$ cat config.mk
export PLATFORM = sky130hd
export DESIGN_NAME = mem_bus_ctrl
export DESIGN_NICKNAME = d
export VERILOG_FILES = /design/src/rtl/mem_bus_ctrl.sv
export SDC_FILE = /design/constraint.sdc
export NUM_CORES = 2
export LEC_CHECK = 0
export CAP_MARGIN = 20
export CORE_AREA = 2 2 483 485
export DETAILED_ROUTE_END_ITERATION = 7
export DIE_AREA = 0 0 485 487
export MAX_ROUTING_LAYER = met4
export SYNTH_ARGS = -nofsm -noshare
export SYNTH_HDL_FRONTEND = slang
export SYNTH_SLANG_ARGS = --single-unit
$ cat constraint.sdc
create_clock -name clk -period 5.2 [get_ports clk]
set_input_delay 1.56 -clock clk [delete_from_list [all_inputs] [get_ports clk]]
set_output_delay 1.56 -clock clk [all_outputs]
set_load 0.01 [all_outputs]
$ cat src/rtl/mem_bus_ctrl.sv
`default_nettype none
// ============================================================================
// Module      : mem_bus_ctrl
// Description : Moves one 512-bit cache line at a time between the memory
//               side of the cache arbiter and a 64-bit tagged system bus.
//               A read sends a tagged line request, collects BEATS response
//               beats and returns the assembled line. A write sends a tagged
//               request and then streams BEATS data beats. Only one
//               transaction is outstanding at any time.
//
// Ports       : clk, rst            clock, synchronous active-high reset
//               mem_req/mem_wr_en    arbiter request, direction (1 = write)
//               mem_address          byte address (line offset ignored)
//               mem_data_out         write line, sampled with mem_req
//               data_from_mem        read line, valid with mem_data_valid
//               mem_data_valid       one-cycle completion pulse
//               mem_busy             high whenever the FSM is not idle
//               mem_error            watchdog timeout pulse
//               bus_reqcyc/req/tag   bus request word, held until bus_reqack
//               bus_respcyc/resp/tag bus response beat
//               bus_respack          same-cycle acknowledge of a response beat
//
// Options     : MEM_BUS_CTRL_TIMEOUT_EN - when defined, a watchdog aborts a
//               transaction after TIMEOUT_CYCLES cycles without progress and
//               pulses mem_error. When undefined mem_error is tied to 0.
//
// Revision    : 1.0 - initial release
// ============================================================================
module mem_bus_ctrl #(
  parameter int          ADDR_W         = 64,
  parameter int          LINE_W         = 512,
  parameter int          BUS_W          = 64,
  parameter logic [12:0] RD_TAG         = 13'h1100,
  parameter logic [12:0] WR_TAG         = 13'h0100,
  parameter int          TIMEOUT_CYCLES = 1024
) (
  input  logic              clk,
  input  logic              rst,
  input  logic              mem_req,
  input  logic              mem_wr_en,
  input  logic [ADDR_W-1:0] mem_address,
  input  logic [LINE_W-1:0] mem_data_out,
  output logic [LINE_W-1:0] data_from_mem,
  output logic              mem_data_valid,
  output logic              mem_busy,
  output logic              mem_error,
  output logic              bus_reqcyc,
  output logic [BUS_W-1:0]  bus_req,
  output logic [12:0]       bus_reqtag,
  input  logic              bus_reqack,
  input  logic              bus_respcyc,
  input  logic [BUS_W-1:0]  bus_resp,
  input  logic [12:0]       bus_resptag,
  output logic              bus_respack
);

  localparam int c_BEATS = LINE_W / BUS_W;
  localparam int c_CNT_W = $clog2(c_BEATS);
  localparam int c_OFF_W = $clog2(LINE_W / 8);
  localparam logic [c_CNT_W-1:0] c_LAST = c_CNT_W'(c_BEATS - 1);

  typedef enum logic [2:0] {
    S_IDLE    = 3'd0,
    S_RD_REQ  = 3'd1,
    S_RD_RESP = 3'd2,
    S_WR_REQ  = 3'd3,
    S_WR_DATA = 3'd4,
    S_DONE    = 3'd5
  } state_t;

  state_t              r_state;
  logic [c_CNT_W-1:0]  r_cnt;
  logic [ADDR_W-1:0]   r_addr;
  logic [LINE_W-1:0]   r_line;
  logic [LINE_W-1:0]   r_data_out;
  logic                r_valid;

  logic                w_beat_ok;
  logic [LINE_W-1:0]   w_line_upd;
  logic [BUS_W-1:0]    w_wr_beat;

  // The line offset bits never reach the bus; the request is line aligned.
  logic w_unused_addr_bits;
  assign w_unused_addr_bits = ^mem_address[c_OFF_W-1:0];

  // A response beat is taken only in RD_RESP and only with the read tag;
  // foreign-tagged beats are left for whoever owns them.
  assign w_beat_ok   = (r_state == S_RD_RESP) && bus_respcyc && (bus_resptag == RD_TAG);
  assign bus_respack = w_beat_ok;

  assign w_wr_beat = r_line[int'(r_cnt) * BUS_W +: BUS_W];

  // Line buffer with the incoming beat merged in, so the final beat can be
  // presented on data_from_mem in the DONE cycle itself.
  always_comb begin
    w_line_upd = r_line;
    w_line_upd[int'(r_cnt) * BUS_W +: BUS_W] = bus_resp;
  end

  assign bus_reqcyc     = (r_state == S_RD_REQ) || (r_state == S_WR_REQ) || (r_state == S_WR_DATA);
  assign mem_busy       = (r_state != S_IDLE);
  assign mem_data_valid = r_valid;
  assign data_from_mem  = r_data_out;

  always_comb begin
    bus_req    = '0;
    bus_reqtag = 13'h0;
    case (r_state)
      S_RD_REQ: begin
        bus_req    = BUS_W'(r_addr);
        bus_reqtag = RD_TAG;
      end
      S_WR_REQ: begin
        bus_req    = BUS_W'(r_addr);
        bus_reqtag = WR_TAG;
      end
      S_WR_DATA: begin
        bus_req    = w_wr_beat;
        bus_reqtag = WR_TAG;
      end
      default: begin
        bus_req    = '0;
        bus_reqtag = 13'h0;
      end
    endcase
  end

`ifdef MEM_BUS_CTRL_TIMEOUT_EN
  localparam int c_WDOG_W = $clog2(TIMEOUT_CYCLES) + 1;

  logic [c_WDOG_W-1:0] r_wdog;
  logic                r_error;
  logic                w_wait_state;
  logic                w_progress;

  assign w_wait_state = (r_state == S_RD_REQ) || (r_state == S_RD_RESP) ||
                        (r_state == S_WR_REQ) || (r_state == S_WR_DATA);
  assign w_progress   = (bus_reqack && bus_reqcyc) || w_beat_ok;
  assign mem_error    = r_error;
`else
  logic w_unused_timeout;
  assign w_unused_timeout = (TIMEOUT_CYCLES > 0);
  assign mem_error        = 1'b0;
`endif

  always_ff @(posedge clk) begin
    if (rst) begin
      r_state    <= S_IDLE;
      r_cnt      <= '0;
      r_addr     <= '0;
      r_line     <= '0;
      r_data_out <= '0;
      r_valid    <= 1'b0;
`ifdef MEM_BUS_CTRL_TIMEOUT_EN
      r_wdog     <= '0;
      r_error    <= 1'b0;
`endif
    end else begin
      r_valid <= 1'b0;
`ifdef MEM_BUS_CTRL_TIMEOUT_EN
      r_error <= 1'b0;
`endif
      case (r_state)
        S_IDLE: begin
          if (mem_req) begin
            r_addr  <= {mem_address[ADDR_W-1:c_OFF_W], {c_OFF_W{1'b0}}};
            r_line  <= mem_wr_en ? mem_data_out : '0;
            r_cnt   <= '0;
            r_state <= mem_wr_en ? S_WR_REQ : S_RD_REQ;
          end
        end
        S_RD_REQ: begin
          if (bus_reqack) begin
            r_cnt   <= '0;
            r_state <= S_RD_RESP;
          end
        end
        S_WR_REQ: begin
          if (bus_reqack) begin
            r_cnt   <= '0;
            r_state <= S_WR_DATA;
          end
        end
        S_RD_RESP: begin
          if (w_beat_ok) begin
            r_line <= w_line_upd;
            // Stop on the last beat so the counter never wraps.
            if (r_cnt == c_LAST) begin
              r_state    <= S_DONE;
              r_valid    <= 1'b1;
              r_data_out <= w_line_upd;
            end else begin
              r_cnt <= r_cnt + 1'b1;
            end
          end
        end
        S_WR_DATA: begin
          if (bus_reqack) begin
            if (r_cnt == c_LAST) begin
              r_state    <= S_DONE;
              r_valid    <= 1'b1;
              r_data_out <= '0;
            end else begin
              r_cnt <= r_cnt + 1'b1;
            end
          end
        end
        S_DONE: begin
          r_state <= S_IDLE;
        end
        default: begin
          r_state <= S_IDLE;
        end
      endcase

`ifdef MEM_BUS_CTRL_TIMEOUT_EN
      // Watchdog overrides the normal next-state when it expires.
      if (w_wait_state) begin
        if (w_progress) begin
          r_wdog <= '0;
        end else if (r_wdog == c_WDOG_W'(TIMEOUT_CYCLES - 1)) begin
          r_wdog     <= '0;
          r_state    <= S_IDLE;
          r_valid    <= 1'b1;
          r_error    <= 1'b1;
          r_data_out <= '0;
        end else begin
          r_wdog <= r_wdog + 1'b1;
        end
      end else begin
        r_wdog <= '0;
      end
`endif
    end
  end

endmodule
`default_nettype wire

## Word-level counts from Yosys, hierarchy flattened

Cells that the tools add are included.

| storage, ports and cells | value |
|---|---|
| bits in registers | 1,089 |
| input bits | 659 |
| output and inout port bits | 594 |
| logic and storage cells | 71 |

| operators by class | value |
|---|---|
| $add $sub $neg | 2 |
| eq/ne operators | 14 |
| shift-type cells | 3 |
| multiplexer cells | 30 |
| reduce and logical (&&, ||, !) cells | 16 |

Operators by type and width:

| kind | number |
|---|---|
| 512-bit 2-to-1 mux | 7 |
| 512-bit case mux with 2 select lines | 2 |
| 512-bit bitwise mux | 1 |
| 64-bit by 33-bit variable shift with 512-bit output, first input constant | 1 |
| 512-bit by 10-bit indexed part select with 64-bit output | 1 |
| 64-bit by 33-bit indexed part select with 512-bit output | 1 |
| 64-bit case mux with 2 select lines | 1 |
| 3-bit 2-to-1 mux | 11 |
| 9-bit negation with 33-bit output | 1 |
| 13-bit case mux with 2 select lines | 1 |
| 3-bit case mux with 5 select lines | 1 |
| 5-bit AND reduction | 3 |
| 13-bit equality test, second input constant | 1 |
| 3-bit case mux with 4 select lines | 1 |
| 2-bit != test, second input constant | 5 |
| 3-bit by 2-bit equality test with 1-bit output, second input constant | 2 |
| 3-bit equality test, second input constant | 2 |
| 2-bit by 1-bit != test with 1-bit output, second input constant | 3 |
| 2-bit nonzero test | 2 |
| 4-bit nonzero test | 1 |
| 2-bit OR reduction | 2 |
| 3-bit by 1-bit adder with 3-bit output, second input constant | 1 |
| 3-bit by 1-bit equality test with 1-bit output, second input constant | 1 |
| 3-bit zero test | 1 |
| 8 further kinds | 12 |

## Longest topological paths before layout

| depth | value |
|---|---|
| word-level depth | 6 |
| depth in mapped cells | 15 |

## Worst setup path after synthesis

OpenSTA, ideal clock, no wires.

| path | value |
|---|---|
| kind | input to output |
| start | in bus_resptag[0] |
| end | out bus_respack |
| arrival | 2.847 ns |
| path slack | 0.793 ns |
| stages on the path | 6 |
| buffers on the path | 2 |
| cells stage by stage | nor4_2 and4_1 nand2_1 clkbuf_1 clkbuf_1 inv_1 |

| on the way | value |
|---|---|
| word-level cells in the longest chain between the ends | 2 |

RTL lines:

| element | line | RTL |
|---|---|---|
| from (decl) | 53 | `input logic [12:0] bus_resptag,` |
| 13-bit equality test | 88 | `assign w_beat_ok = (r_state == S_RD_RESP) && bus_respcyc && (bus_resptag == RD_TAG);` |
| 1-bit logical AND | 88 |  |
| to (decl) | 54 | `output logic bus_respack` |

No other way between the ends.

## Final worst setup path

| path | value |
|---|---|
| start | reg r_line[326] |
| end | out bus_req[6] |

| on the way | value |
|---|---|
| word-level cells in the longest chain between the ends | 2 |

RTL lines:

| element | line | RTL |
|---|---|---|
| from (decl) | 74 | `logic [LINE_W-1:0] r_line;` |
| from (signal assigned) | 167 | `r_line <= mem_wr_en ? mem_data_out : '0;` |
| from (signal assigned) | 186 | `r_line <= w_line_upd;` |
| 512-bit by 10-bit indexed part select with 64-bit output | 91 | `assign w_wr_beat = r_line[int'(r_cnt) * BUS_W +: BUS_W];` |
| 64-bit case mux with 2 select lines | 108 | `case (r_state)` |
| to (decl) | 48 | `output logic [BUS_W-1:0] bus_req,` |

No other way between the ends.

==> flow_metrics.py <==
metrics = {
    "run_status": {
        "outcome": "complete, but fails checks",
        "failed_checks": "setup timing",
    },
    "detailed_routing": {
        "drc": 0,
        "routed.top_layer": "met4",
        "wl_per_cell_microns": 41.5,
        "routed_wl_microns": 445000,
        "wl_met2_microns": 177000,
        "met3_length_microns": 59200,
        "vias": 67400,
        "m1WireLength_microns": 176000,
        "drt_iter0_drc": 10800,
        "antenna_left": 0,
        "first_pass_iters": 6,
        "viasPerCell": 6.29,
    },
    "timing": {
        "hold_viol": 0,
        "min_period_over_period_pct": 100,
        "finalMaxSlewViolations": 0,
        "setup_ws_ns": -0.0257,
        "slew_headroom_pct": 9.00,
        "max_freq_mhz": 191,
        "min_period_ns": 5.23,
        "tns_ns": -0.0471,
        "finalClockSkew_ns": 0.0448,
        "tightestPinTransition_ns": 1.37,
        "setup_viol": 2,
        "grt_setup_unrepaired": "no",
        "holdWs_ns": 0.457,
    },
    "cells_and_area": {
        "final_common_cell": "clkdlybuf4s50_1",
        "multi_input_area_sq_um": 32100,
        "syn2layout_area_growth_pct": 35.9,
        "final_cell_count_no_fill": 10700,
        "final_util_pct": 33.9,
        "final_cell_mix": "clkdlybuf4s50_1, dfxtp_1, o21ai_0, nand2_1, nor2_1",
        "drive_gt1_share_pct": 10.8,
        "seq_area_sq_um": 21800,
        "fin_nets": 8049,
        "nFillCells": 23700,
    },
    "yosys": {
        "async_flop_share_pct": 0,
        "yosys-top-cells-area": "dfxtp_1, o21ai_0, a22o_1",
        "synth_flop_cell": "dfxtp_1",
        "netlist_area_sq_um": 57700,
        "synth_cells": 6674,
        "syn_avg_cell_area_sq_um": 8.64,
        "synth_top_cell_by_area": "dfxtp_1",
        "ys_types": 72,
        "ys_seq_elements": 1089,
        "yosysSeqAreaShare_pct": 37.8,
        "yosysWarnings": 0,
        "synth-edff-count": 0,
        "synth_top_area_share_pct": 37.8,
    },
    "critical_path": {
        "setup.worst_path.end_class": "primary output",
        "path_max_fanout": 4,
        "path_class": "reg -> out",
        "required_ns": 3.64,
        "start_kind": "register",
        "arrival_ns": 3.67,
    },
    "die": {
        "die_w_microns": 485,
        "dieArea_sq_um": 236000,
        "row_count": 177,
        "coreArea_sq_um": 231000,
        "fp.dieH_microns": 487,
        "start_util_pct": 24.9,
        "io_pins": 1253,
    },
    "job": {
        "maxCapViolations": 0,
    },
    "place": {
        "gp_congestion": 1.01,
        "portBuffers": 1234,
        "dp.cells": 10300,
        "hpwl_microns": 329000,
    },
    "global_routing": {
        "overflow": 0,
        "grt_pass1_wl_microns": 582000,
        "grt_pass1_vias": 61500,
        "antenna_found_initial": 235,
        "grt_max_degree": 178,
        "grt_usage_pct": 36.9,
    },
    "clock_tree": {
        "postCtsSetupBuffers": 0,
        "cts_tree": "yes",
        "clock_sinks": 1089,
        "cts_max_level": 4,
        "clkLatencyLatePin_ns": 0.83,
        "cts_buffer_depth": 3,
        "path_clk_slew_ns": 0.06,
        "numCtsBuffers": 142,
        "cts_root_buf": "clkbuf_16",
    },
    "power": {
        "leakage_nw": 25.4,
        "peakVddDrop_mv": 0.388,
        "total_power_mw": 35.3,
        "power.density_nw_per_um2": 451,
    },
    "worst_hold_path": {
        "min_path_type": "reg -> reg",
    },
}
==> state kept, by name, summed over array words and instances (netlist names) <==
signal          cells
mem_data_valid      1
r_cnt               3
r_line            512
r_state             3
r_addr             58
data_from_mem     512
==> cells in the mapped netlist, types with 12 or more instances <==
| master | instances |
|---|---|
| dfxtp_1 | 1089 |
| clkbuf_1 | 607 |
| nand2_1 | 577 |
| o21ai_0 | 575 |
| nor2_1 | 413 |
| a22o_1 | 266 |
| a221oi_1 | 254 |
| o2bb2ai_1 | 246 |
| buf_2 | 215 |
| a211oi_1 | 208 |
| nand3_1 | 205 |
| a21oi_1 | 177 |
| a311oi_1 | 168 |
| a22oi_1 | 165 |
| and3_1 | 118 |
| and2_1 | 117 |
| mux2_2 | 116 |
| o22ai_1 | 97 |
| a31oi_1 | 90 |
| o32ai_2 | 71 |
| mux4_2 | 70 |
| and4_1 | 66 |
| nor3_1 | 65 |
| mux2i_1 | 64 |
| o31ai_1 | 58 |
| o32ai_1 | 58 |
| a31o_1 | 46 |
| buf_1 | 45 |
| inv_1 | 43 |
| nand4_1 | 43 |
| buf_4 | 39 |
| nand4b_1 | 38 |
| o211a_1 | 38 |
| o311ai_0 | 36 |
| nand3b_1 | 29 |
| nor4_1 | 26 |
| a21boi_0 | 25 |
| a31o_2 | 18 |
| buf_6 | 12 |
| clkbuf_2 | 12 |
==> path summary, 6_finish.rpt <==
| kind | from | to | cells after the start | slack, ns |
|---|---|---|---|---|
| hold reg to reg | r_addr[46] | r_addr[46] | 2 | 0.46 |
| hold / removal | r_addr[46] | r_addr[46] | 2 | 0.46 |
| setup / recovery | r_line[326] | bus_req[6] | 4 | -0.03 |
| setup reg to reg | r_cnt[0] | data_from_mem[9] | 9 | 0.79 |
==> final cells by class <==
| class | instances | area share (%) |
|---|---|---|
| clock inverters | 40 | 0.647 |
| flip-flops and latches | 1089 | 27.8 |
| diodes | 182 | 0.581 |
| repair buffers | 1483 | 19.7 |
| clock buffers | 209 | 5.28 |
| well taps | 3043 | 4.86 |
| multi-input cells | 4623 | 40.9 |
| inverters | 44 | 0.224 |
==> worst max-delay path: stages (launching register included) <==
cell and delay, ns:
dfxtp_1 0.81, mux4_2 0.57, nor2_1 0.07, o31ai_1 0.70
clkdlybuf4s50_1 0.68
==> metrics by stage <==
stage,area (sq um),setup slack [ns]
finish,78400,-0.0257
global route,78200,0.0142
CTS,77900,0.0200
detailed placement,73200,-0.500
global placement,73200,-0.510
floorplan,57700,0.793
==> what timing repair did <==
action / 4_1_cts / 5_1_grt
gates resized for setup: 10 / 0
endpoints found under the setup margin: 4 / 0
hold buffers: 0 / 0
==> cells by family (layout without fill, tap and decap cells) <==
| kind of cell | Yosys count | in the layout | share of synthesized area (%) |
|---|---|---|---|
| adder cells (fa/ha/maj) | 7 | 7 | 0.152 |
| multiplexers | 250 | 250 | 6.11 |
| buffers and inverters | 974 | 1776 | 7.24 |
| AO/OA/AOI/OAI | 2621 | 2621 | 34.1 |
| flip-flops | 1089 | 1089 | 37.8 |
| other | 1 | 194 | 0.00650 |
| AND/OR/NAND/NOR | 1732 | 1733 | 14.6 |
==> where the power goes <==
group / internal, mW / switching, mW / total [mW]
sequential: 9.54 / 1.95 / 11.5
clock: 5.88 / 4.33 / 10.2
combinational: 4.62 / 9.02 / 13.6
total: 20.0 / 15.3 / 35.3
==> metal layers <==
metal | up-vias | GRT usage [%]
li1 | 27300 | -
met1 | 33800 | 45.9
met2 | 5364 | 48.8
met3 | 899 | 14.2
met4 | 0 | 24.5
met5 | - | -
Note: power is estimated with default switching activity, not from simulation.
